===== src/rtl/axi_crossbar_addr_admit.sv =====
// axi_crossbar_addr_admit
// Address decode and admission control for one crossbar slave interface.
// Decodes AW/AR addresses to a master port and region, raises decode
// errors, and limits outstanding work globally, per destination master and
// per ID thread, so that responses for one ID stay in order.
// Optional feature: define AXI_XBAR_ADDR_STALL_CNT_EN to add the stall_count
// output. It counts cycles where a decoded request was refused admission.
module axi_crossbar_addr_admit #(
    parameter int S          = 0,
    parameter int S_COUNT    = 4,
    parameter int M_COUNT    = 4,
    parameter int ADDR_WIDTH = 32,
    parameter int ID_WIDTH   = 8,
    parameter int S_THREADS  = 4,
    parameter int S_ACCEPT   = 16,
    parameter int M_ISSUE    = 8,
    parameter int M_REGIONS  = 1,
    parameter logic [M_COUNT*M_REGIONS*ADDR_WIDTH-1:0] M_BASE_ADDR = '0,
    parameter logic [M_COUNT*M_REGIONS*32-1:0] M_ADDR_WIDTH = {M_COUNT*M_REGIONS{32'd24}},
    parameter logic [M_COUNT*S_COUNT-1:0] M_CONNECT = {M_COUNT*S_COUNT{1'b1}},
    parameter logic [M_COUNT-1:0] M_SECURE = '0,
    parameter int WC_OUTPUT  = 0,
    localparam int SEL_W     = (M_COUNT > 1) ? $clog2(M_COUNT) : 1,
    localparam int CNT_W     = $clog2(S_ACCEPT + 1)
) (
    input  logic                  clk,
    input  logic                  rst_n,
    input  logic [ID_WIDTH-1:0]   s_axi_aid,
    input  logic [ADDR_WIDTH-1:0] s_axi_aaddr,
    input  logic [2:0]            s_axi_aprot,
    input  logic                  s_axi_avalid,
    output logic                  s_axi_aready,
    output logic [3:0]            m_axi_aregion,
    output logic [SEL_W-1:0]      m_select,
    output logic                  m_axi_avalid,
    input  logic                  m_axi_aready,
    output logic [SEL_W-1:0]      m_wc_select,
    output logic                  m_wc_decerr,
    output logic                  m_wc_valid,
    input  logic                  m_wc_ready,
    output logic                  m_rc_decerr,
    output logic                  m_rc_valid,
    input  logic                  m_rc_ready,
    input  logic [ID_WIDTH-1:0]   s_cpl_id,
    input  logic                  s_cpl_valid,
    output logic [CNT_W-1:0]      outstanding
`ifdef AXI_XBAR_ADDR_STALL_CNT_EN
    ,
    output logic [31:0]           stall_count
`endif
);

    localparam int THREADS      = (S_THREADS < S_ACCEPT) ? S_THREADS : S_ACCEPT;
    localparam int TID_W        = (THREADS > 1) ? $clog2(THREADS) : 1;
    localparam int DST_W        = $clog2(M_ISSUE + 1);
    localparam int REGION_COUNT = M_COUNT * M_REGIONS;
    localparam logic [CNT_W-1:0] ACCEPT_MAX = CNT_W'(S_ACCEPT);
    localparam logic [DST_W-1:0] ISSUE_MAX  = DST_W'(M_ISSUE);
    localparam logic WC_EN = (WC_OUTPUT != 0);

    localparam logic [0:0] ST_IDLE   = 1'b0;
    localparam logic [0:0] ST_DECODE = 1'b1;

    // Pack enabled regions back to back, each aligned to its own size.
    function automatic logic [REGION_COUNT*ADDR_WIDTH-1:0] calc_base_addrs();
        logic [REGION_COUNT*ADDR_WIDTH-1:0] bases;
        logic [ADDR_WIDTH-1:0] base;
        logic [ADDR_WIDTH-1:0] mask;
        logic [ADDR_WIDTH-1:0] size;
        int width;
        bases = '0;
        base  = '0;
        for (int i = 0; i < REGION_COUNT; i++) begin
            width = int'(M_ADDR_WIDTH[i*32 +: 32]);
            if (width > 0) begin
                mask = {ADDR_WIDTH{1'b1}} >> (ADDR_WIDTH - width);
                size = mask + ADDR_WIDTH'(1);
                if ((base & mask) != '0) begin
                    base = base + size - (base & mask);
                end
                bases[i*ADDR_WIDTH +: ADDR_WIDTH] = base;
                base = base + size;
            end
        end
        return bases;
    endfunction

    localparam logic [REGION_COUNT*ADDR_WIDTH-1:0] BASE_ADDRS =
        (M_BASE_ADDR == '0) ? calc_base_addrs() : M_BASE_ADDR;

    // Control and output flops.
    logic [0:0]       state_q, state_d;
    logic             s_axi_aready_q, s_axi_aready_d;
    logic             m_axi_avalid_q, m_axi_avalid_d;
    logic             m_wc_valid_q, m_wc_valid_d;
    logic             m_rc_valid_q, m_rc_valid_d;
    logic             decerr_q, decerr_d;
    logic [SEL_W-1:0] select_q, select_d;
    logic [3:0]       region_q, region_d;

    // Thread table and counters.
    logic [ID_WIDTH-1:0] thr_id_q     [THREADS];
    logic [ID_WIDTH-1:0] thr_id_d     [THREADS];
    logic [SEL_W-1:0]    thr_sel_q    [THREADS];
    logic [SEL_W-1:0]    thr_sel_d    [THREADS];
    logic [3:0]          thr_region_q [THREADS];
    logic [3:0]          thr_region_d [THREADS];
    logic [CNT_W-1:0]    thr_cnt_q    [THREADS];
    logic [CNT_W-1:0]    thr_cnt_d    [THREADS];
    logic [DST_W-1:0]    dst_cnt_q    [M_COUNT];
    logic [DST_W-1:0]    dst_cnt_d    [M_COUNT];
    logic [CNT_W-1:0]    glob_cnt_q, glob_cnt_d;

    // Decode and admission terms.
    logic             dec_hit;
    logic [SEL_W-1:0] dec_sel;
    logic [3:0]       dec_region;
    logic             id_match;
    logic [TID_W-1:0] id_thread;
    logic             free_found;
    logic [TID_W-1:0] free_thread;
    logic             cpl_match;
    logic [TID_W-1:0] cpl_thread;
    logic [SEL_W-1:0] cpl_sel;
    logic             req_active;
    logic             global_ok;
    logic             dest_ok;
    logic             thread_ok;
    logic             start;
    logic [TID_W-1:0] start_thread;

    // Only aprot[1] (non-secure) takes part in the decode.
    logic unused_prot;
    assign unused_prot = s_axi_aprot[0] ^ s_axi_aprot[2];

    // Address decode: find the single enabled, connected, permitted region containing the address.
    always_comb begin
        dec_hit    = 1'b0;
        dec_sel    = '0;
        dec_region = '0;
        for (int m = 0; m < M_COUNT; m++) begin
            for (int r = 0; r < M_REGIONS; r++) begin
                if ((M_ADDR_WIDTH[(m*M_REGIONS+r)*32 +: 32] != 32'd0)
                    && M_CONNECT[m*S_COUNT+S]
                    && !(M_SECURE[m] && s_axi_aprot[1])
                    && ((s_axi_aaddr >> M_ADDR_WIDTH[(m*M_REGIONS+r)*32 +: 32]) ==
                        (BASE_ADDRS[(m*M_REGIONS+r)*ADDR_WIDTH +: ADDR_WIDTH]
                            >> M_ADDR_WIDTH[(m*M_REGIONS+r)*32 +: 32]))) begin
                    dec_hit    = 1'b1;
                    dec_sel    = SEL_W'(m);
                    dec_region = 4'(r);
                end
            end
        end
    end

    // Thread lookup: same-ID thread, lowest free thread, and the thread a completion retires.
    always_comb begin
        id_match    = 1'b0;
        id_thread   = '0;
        free_found  = 1'b0;
        free_thread = '0;
        cpl_match   = 1'b0;
        cpl_thread  = '0;
        for (int t = THREADS - 1; t >= 0; t--) begin
            if (thr_cnt_q[t] == '0) begin
                free_found  = 1'b1;
                free_thread = TID_W'(t);
            end
            if ((thr_cnt_q[t] != '0) && (thr_id_q[t] == s_axi_aid)) begin
                id_match  = 1'b1;
                id_thread = TID_W'(t);
            end
            if ((thr_cnt_q[t] != '0) && s_cpl_valid && (thr_id_q[t] == s_cpl_id)) begin
                cpl_match  = 1'b1;
                cpl_thread = TID_W'(t);
            end
        end
        cpl_sel = thr_sel_q[cpl_thread];
    end

    // Admission: a same-cycle completion frees the capacity it retires.
    always_comb begin
        req_active = (state_q == ST_IDLE) && s_axi_avalid && !s_axi_aready_q;
        global_ok  = (glob_cnt_q < ACCEPT_MAX) || cpl_match;
        dest_ok    = (dst_cnt_q[dec_sel] < ISSUE_MAX) || (cpl_match && (cpl_sel == dec_sel));
        if (id_match) begin
            thread_ok = (thr_sel_q[id_thread] == dec_sel) && (thr_region_q[id_thread] == dec_region);
        end else begin
            thread_ok = free_found;
        end
        start        = req_active && dec_hit && global_ok && dest_ok && thread_ok;
        start_thread = id_match ? id_thread : free_thread;
    end

    // Counter and thread-table update; a start and a completion on the same counter cancel.
    always_comb begin
        glob_cnt_d = glob_cnt_q;
        if (start && !cpl_match) begin
            glob_cnt_d = glob_cnt_q + CNT_W'(1);
        end else if (!start && cpl_match) begin
            glob_cnt_d = glob_cnt_q - CNT_W'(1);
        end
        for (int t = 0; t < THREADS; t++) begin
            thr_id_d[t]     = thr_id_q[t];
            thr_sel_d[t]    = thr_sel_q[t];
            thr_region_d[t] = thr_region_q[t];
            thr_cnt_d[t]    = thr_cnt_q[t];
            if (start && (start_thread == TID_W'(t))) begin
                thr_id_d[t]     = s_axi_aid;
                thr_sel_d[t]    = dec_sel;
                thr_region_d[t] = dec_region;
            end
            if ((start && (start_thread == TID_W'(t))) && !(cpl_match && (cpl_thread == TID_W'(t)))) begin
                thr_cnt_d[t] = thr_cnt_q[t] + CNT_W'(1);
            end else if (!(start && (start_thread == TID_W'(t))) && (cpl_match && (cpl_thread == TID_W'(t)))) begin
                thr_cnt_d[t] = thr_cnt_q[t] - CNT_W'(1);
            end
        end
        for (int m = 0; m < M_COUNT; m++) begin
            dst_cnt_d[m] = dst_cnt_q[m];
            if ((start && (dec_sel == SEL_W'(m))) && !(cpl_match && (cpl_sel == SEL_W'(m)))) begin
                dst_cnt_d[m] = dst_cnt_q[m] + DST_W'(1);
            end else if (!(start && (dec_sel == SEL_W'(m))) && (cpl_match && (cpl_sel == SEL_W'(m)))) begin
                dst_cnt_d[m] = dst_cnt_q[m] - DST_W'(1);
            end
        end
    end

    // Handshake sequencing: launch forward/error commands, then acknowledge the slave once all drain.
    always_comb begin
        state_d        = state_q;
        s_axi_aready_d = 1'b0;
        m_axi_avalid_d = m_axi_avalid_q;
        m_wc_valid_d   = m_wc_valid_q;
        m_rc_valid_d   = m_rc_valid_q;
        decerr_d       = decerr_q;
        select_d       = select_q;
        region_d       = region_q;
        case (state_q)
            ST_IDLE: begin
                if (req_active) begin
                    if (!dec_hit) begin
                        decerr_d       = 1'b1;
                        m_axi_avalid_d = 1'b0;
                        m_rc_valid_d   = 1'b1;
                        m_wc_valid_d   = WC_EN;
                        state_d        = ST_DECODE;
                    end else if (start) begin
                        select_d       = dec_sel;
                        region_d       = dec_region;
                        decerr_d       = 1'b0;
                        m_axi_avalid_d = 1'b1;
                        m_rc_valid_d   = 1'b0;
                        m_wc_valid_d   = WC_EN;
                        state_d        = ST_DECODE;
                    end
                end
            end
            ST_DECODE: begin
                m_axi_avalid_d = m_axi_avalid_q && !m_axi_aready;
                m_wc_valid_d   = m_wc_valid_q && !m_wc_ready;
                m_rc_valid_d   = m_rc_valid_q && !m_rc_ready;
                if (!m_axi_avalid_d && !m_wc_valid_d && !m_rc_valid_d) begin
                    s_axi_aready_d = 1'b1;
                    state_d        = ST_IDLE;
                end
            end
            default: begin
                state_d = ST_IDLE;
            end
        endcase
    end

    // State registers; reset discards every outstanding transaction.
    always_ff @(posedge clk or negedge rst_n) begin
        if (!rst_n) begin
            state_q        <= ST_IDLE;
            s_axi_aready_q <= 1'b0;
            m_axi_avalid_q <= 1'b0;
            m_wc_valid_q   <= 1'b0;
            m_rc_valid_q   <= 1'b0;
            decerr_q       <= 1'b0;
            select_q       <= '0;
            region_q       <= '0;
            glob_cnt_q     <= '0;
            for (int t = 0; t < THREADS; t++) begin
                thr_id_q[t]     <= '0;
                thr_sel_q[t]    <= '0;
                thr_region_q[t] <= '0;
                thr_cnt_q[t]    <= '0;
            end
            for (int m = 0; m < M_COUNT; m++) begin
                dst_cnt_q[m] <= '0;
            end
        end else begin
            state_q        <= state_d;
            s_axi_aready_q <= s_axi_aready_d;
            m_axi_avalid_q <= m_axi_avalid_d;
            m_wc_valid_q   <= m_wc_valid_d;
            m_rc_valid_q   <= m_rc_valid_d;
            decerr_q       <= decerr_d;
            select_q       <= select_d;
            region_q       <= region_d;
            glob_cnt_q     <= glob_cnt_d;
            for (int t = 0; t < THREADS; t++) begin
                thr_id_q[t]     <= thr_id_d[t];
                thr_sel_q[t]    <= thr_sel_d[t];
                thr_region_q[t] <= thr_region_d[t];
                thr_cnt_q[t]    <= thr_cnt_d[t];
            end
            for (int m = 0; m < M_COUNT; m++) begin
                dst_cnt_q[m] <= dst_cnt_d[m];
            end
        end
    end

`ifdef AXI_XBAR_ADDR_STALL_CNT_EN
    logic [31:0] stall_cnt_q, stall_cnt_d;

    // Saturating count of cycles where a decoded request was refused admission.
    always_comb begin
        stall_cnt_d = stall_cnt_q;
        if (req_active && dec_hit && !start && (stall_cnt_q != 32'hFFFF_FFFF)) begin
            stall_cnt_d = stall_cnt_q + 32'd1;
        end
    end

    // Stall counter register.
    always_ff @(posedge clk or negedge rst_n) begin
        if (!rst_n) begin
            stall_cnt_q <= '0;
        end else begin
            stall_cnt_q <= stall_cnt_d;
        end
    end

    assign stall_count = stall_cnt_q;
`endif

    assign s_axi_aready  = s_axi_aready_q;
    assign m_axi_avalid  = m_axi_avalid_q;
    assign m_axi_aregion = region_q;
    assign m_select      = select_q;
    assign m_wc_select   = select_q;
    assign m_wc_decerr   = decerr_q;
    assign m_wc_valid    = m_wc_valid_q;
    assign m_rc_decerr   = decerr_q;
    assign m_rc_valid    = m_rc_valid_q;
    assign outstanding   = glob_cnt_q;

endmodule

===== config.mk =====
export PLATFORM = sky130hd
export DESIGN_NAME = axi_crossbar_addr_admit
export DESIGN_NICKNAME = d
export VERILOG_FILES = /design/src/rtl/axi_crossbar_addr_admit.sv
export SDC_FILE = /design/constraint.sdc
export NUM_CORES = 1
export LEC_CHECK = 0
export CORE_ASPECT_RATIO = 0.5
export CORE_UTILIZATION = 58
export CTS_BUF_LIST = sky130_fd_sc_hd__clkbuf_4
export CTS_CLUSTER_DIAMETER = 30
export DETAILED_ROUTE_END_ITERATION = 8
export PLACE_DENSITY_LB_ADDON = 0.2
export SYNTH_ARGS = -nofsm -noshare
export SYNTH_HDL_FRONTEND = slang
export SYNTH_SLANG_ARGS = --single-unit
export TNS_END_PERCENT = 10

===== constraint.sdc =====
create_clock -name clk -period 5.15 [get_ports clk]
set_input_delay 0.7725 -clock clk [delete_from_list [all_inputs] [get_ports clk]]
set_output_delay 0.7725 -clock clk [all_outputs]
set_load 0.02 [all_outputs]

==> flow_metrics.tcl <==
set metrics [dict create \
    outcome "finished, final reports clean" \
    overflow 0 \
    cts-root-buf "clkbuf_4" \
    report.final.hold_viol_count 0 \
    async_flop_share 1.00 \
    slowest_delay_ns 0.53 \
    r2r_start "thr_cnt_q[10]" \
    routedWlPerCell_um 16.3 \
    area_delta_synth_final_pct 15.1 \
    max_clock_freq_mhz 211 \
    setup_ws_ns 0.406 \
    dp_hpwl_um 9690 \
    grt_pass1_vias 4326 \
    num_rows 25 \
    drc_errors 0 \
    via_per_inst 5.60 \
    rsz0062_at_grt "false" \
    finalClockSkew_ns 0.0181 \
    dieArea_sq_um 10900 \
    critPathSlowestCell "clkdlybuf4s50_1" \
    grt_pass1_wl_um 21200 \
    synth.distinct_cells 67 \
    grt_max_degree 47 \
    max-cap-violations 0 \
    power_leakage_nw 3.18 \
    relSlewSlack 0.570 \
    portBuffers 45 \
    cts_setup_buffers 0 \
    setup_viol 0 \
    placed_cells 766 \
    synth_edf_count 0 \
    startpoint "s_cpl_id[2]" \
    syn-instance-count 565 \
    wl_um 12800 \
    end_kind "register" \
    cts_tree "yes" \
    crit_type "in -> reg" \
    period_needed_ns 4.74 \
    hold_path.class "in -> async" \
    synthFlopType "dfrtp_1" \
    grt.total_usage 0.255 \
    required_ns 5.50 \
    core_sq_um 9790 \
    postSynthRegisterBits 89 \
    post_cts_resized 0 \
    vdd_ir_drop_max_uv 160 \
    clock_latency_ns 0.47 \
    swShare 0.367 \
    p_int_mw 1.36 \
    ant_nets 0 \
    worst_setup_path_start_kind "input pin" \
    setup_tns_ns 0 \
    place.gp.congestion 0.907 \
    die_w_um 147 \
    place_ws_ns -0.0870 \
    initial_utilization 0.621 \
    power_frac_seq 0.413 \
    top_level_ports 77 \
    switchingPower_mw 0.791 \
    drive_above_1_share 0.215 \
    dr.pass1.iters 6 \
    ys_warn_count 0 \
    cts_buffer_depth 2 \
    cts_buffers 9 \
    hold_buffers 0 \
    antenna_found_initial 0 \
    synth_area_sq_um 6080 \
    final_max_slew_viol_count 0 \
    ys_seq_area_frac 0.367 \
    crit_arrival_ns 5.10 \
    final_nets 741 \
    diodes 0 \
    num_vias 4379 \
    die_h_um 74.4 \
    p_comb_frac 0.398 \
    worstPathMaxFanout 4 \
    path_clk_slew_ns 0.14 \
    worst_pin_slew_ns 0.639 \
    clkSinkCount 89 \
    crit_chain "clkdlybuf4s50_1 > xor2_1 > nor3_1 > buf_4 > nor4bb_1 > o31a_2 > o32ai_1 > o21ai_0 > o211ai_1 > nand3b_1 > nor3_1 > ha_1 > inv_1 > fa_1 > a21o_1 > a21oi_1 > xnor2_1 > nor2_1 > xor2_1" \
    finalCritPeriodShare 0.921 \
    power_density_nw_per_um2 308 \
    htreeDepth 3 \
    clkPwrFrac 0.190 \
    syn_avg_cell_area_sq_um 10.8 \
    finalNonFillerCells 782 \
    drt_iter0_markers 217 \
]
[path summary, 6_finish.rpt]
path	to	slack, ns	cells past startpoint
hold / removal	dst_cnt_q[8]	0.27	1
max in group asynchronous	thr_id_q[6]	3.85	2
setup reg to reg	thr_cnt_q[4]	0.56	18
hold reg to reg	dst_cnt_q[7]	0.48	1
setup / recovery	thr_cnt_q[4]	0.41	19
min in group clk	dst_cnt_q[7]	0.48	1
[final cells by class]
class	count	area (sq um)
multi-input cells	434	3610
flip-flops and latches	89	2230
inverters	19	71.3
well taps	135	169
repair buffers	89	778
fillers	748	2800
clock buffers	11	82.6
clock inverters	5	56.3
[worst max-delay path: cells and delay by family]
kind	cells	cell delay [ns]
XOR/XNOR	3	0.50
AND/OR/NAND/NOR	5	1.27
adder cells (fa/ha/maj)	2	0.62
buffers and inverters	3	0.80
AO/OA/AOI/OAI	6	1.14
[Yosys cell counts, types with 5 or more instances]
library cell	instances	area (sq um)
a21o_1	13	97.6
a21oi_1	20	100
buf_4	10	75.1
clkbuf_1	7	26.3
dfrtp_1	89	2230
fa_1	9	180
ha_1	32	400
inv_1	19	71.3
mux2_2	33	372
mux2_4	19	285
nand2_1	45	169
nand3_1	9	45.0
nand4_1	11	68.8
nor2_1	24	90.1
nor3_1	11	55.1
nor4_1	5	31.3
o21ai_0	22	110
xnor2_1	84	736
xor2_1	22	193
[cell families (layout without fill, tap and decap cells)]
family	after synthesis	after routing	share of synthesized area
buffers and inverters	45	124	0.0414
adders and majority gates	41	41	0.0956
AOI/OAI and AO/OA	81	81	0.0933
and+or+nand+nor	149	149	0.140
muxes	53	53	0.110
DFF	89	89	0.367
xor gates and xnor gates	106	106	0.153
other	1	4	0.000617
[state kept, by name, summed over array words and instances, names as in the netlist]
register / count
s_axi_aready: 1
thr_sel_q: 8
m_rc_valid: 1
m_axi_avalid: 1
dst_cnt_q: 16
m_select: 2
thr_id_q: 32
thr_cnt_q: 20
state_q: 1
outstanding: 5
m_rc_decerr: 1
m_wc_valid: 1
[placed cells by master, fill, tap and decap left out, drive strengths merged, types with 2 or more instances in the layout]
cell / synthesis / layout
nand2: 46 / 46
o21ai: 22 / 22
a32o: 2 / 2
nor4: 8 / 8
nor2: 26 / 26
o31ai: 4 / 4
or2: 3 / 3
dfrtp: 89 / 89
clkinvlp: 0 / 3
a21o: 15 / 15
nand4b: 2 / 2
a21oi: 20 / 20
o211ai: 4 / 4
or3: 4 / 4
nor3: 12 / 12
o31a: 2 / 2
clkdlybuf4s50: 0 / 44
inv: 19 / 19
conb: 1 / 4
nand4: 13 / 13
xnor2: 84 / 84
or4: 7 / 7
clkbuf: 8 / 11
fa: 9 / 9
nor3b: 2 / 2
nand3b: 4 / 4
mux2: 52 / 52
buf: 18 / 45
and2: 4 / 4
nand3: 9 / 9
ha: 32 / 32
xor2: 22 / 22
and3: 3 / 3
[routing by layer]
layer / global-route usage / routed length, um
met5: 0 / 0
met4: 0.0648 / 129
met3: 0.0540 / 678
met2: 0.411 / 5650
met1: 0.354 / 6300
[power groups by stage]
| stage | Clock [mW] | Sequential, mW | Combinational (mW) |
|---|---|---|---|
| floorplan | 0 | 0.913 | 0.597 |
| global placement | 0 | 0.898 | 0.823 |
| detailed placement | 0 | 0.902 | 0.853 |
| CTS | 0.415 | 0.890 | 0.860 |
| global route | 0.440 | 0.903 | 0.941 |
| finish | 0.408 | 0.888 | 0.856 |
[stage by stage]
| step | total power, mW | utilization | instance area [sq um] | hold slack, ns |
|---|---|---|---|---|
| 4_1_cts | 2.17 | 0.714 | 6990 | 0.289 |
| 3_5_place_dp | 1.75 | 0.700 | 6850 | 0.458 |
| 3_3_place_gp | 1.72 | 0.700 | 6850 | 0.452 |
| 2_1_floorplan | 1.51 | - | 6090 | 0.436 |
| 6_report | 2.15 | 0.714 | 6990 | 0.272 |
| 5_1_grt | 2.28 | 0.714 | 6990 | 0.298 |
No activity file was read; power rests on OpenSTA's default activity.
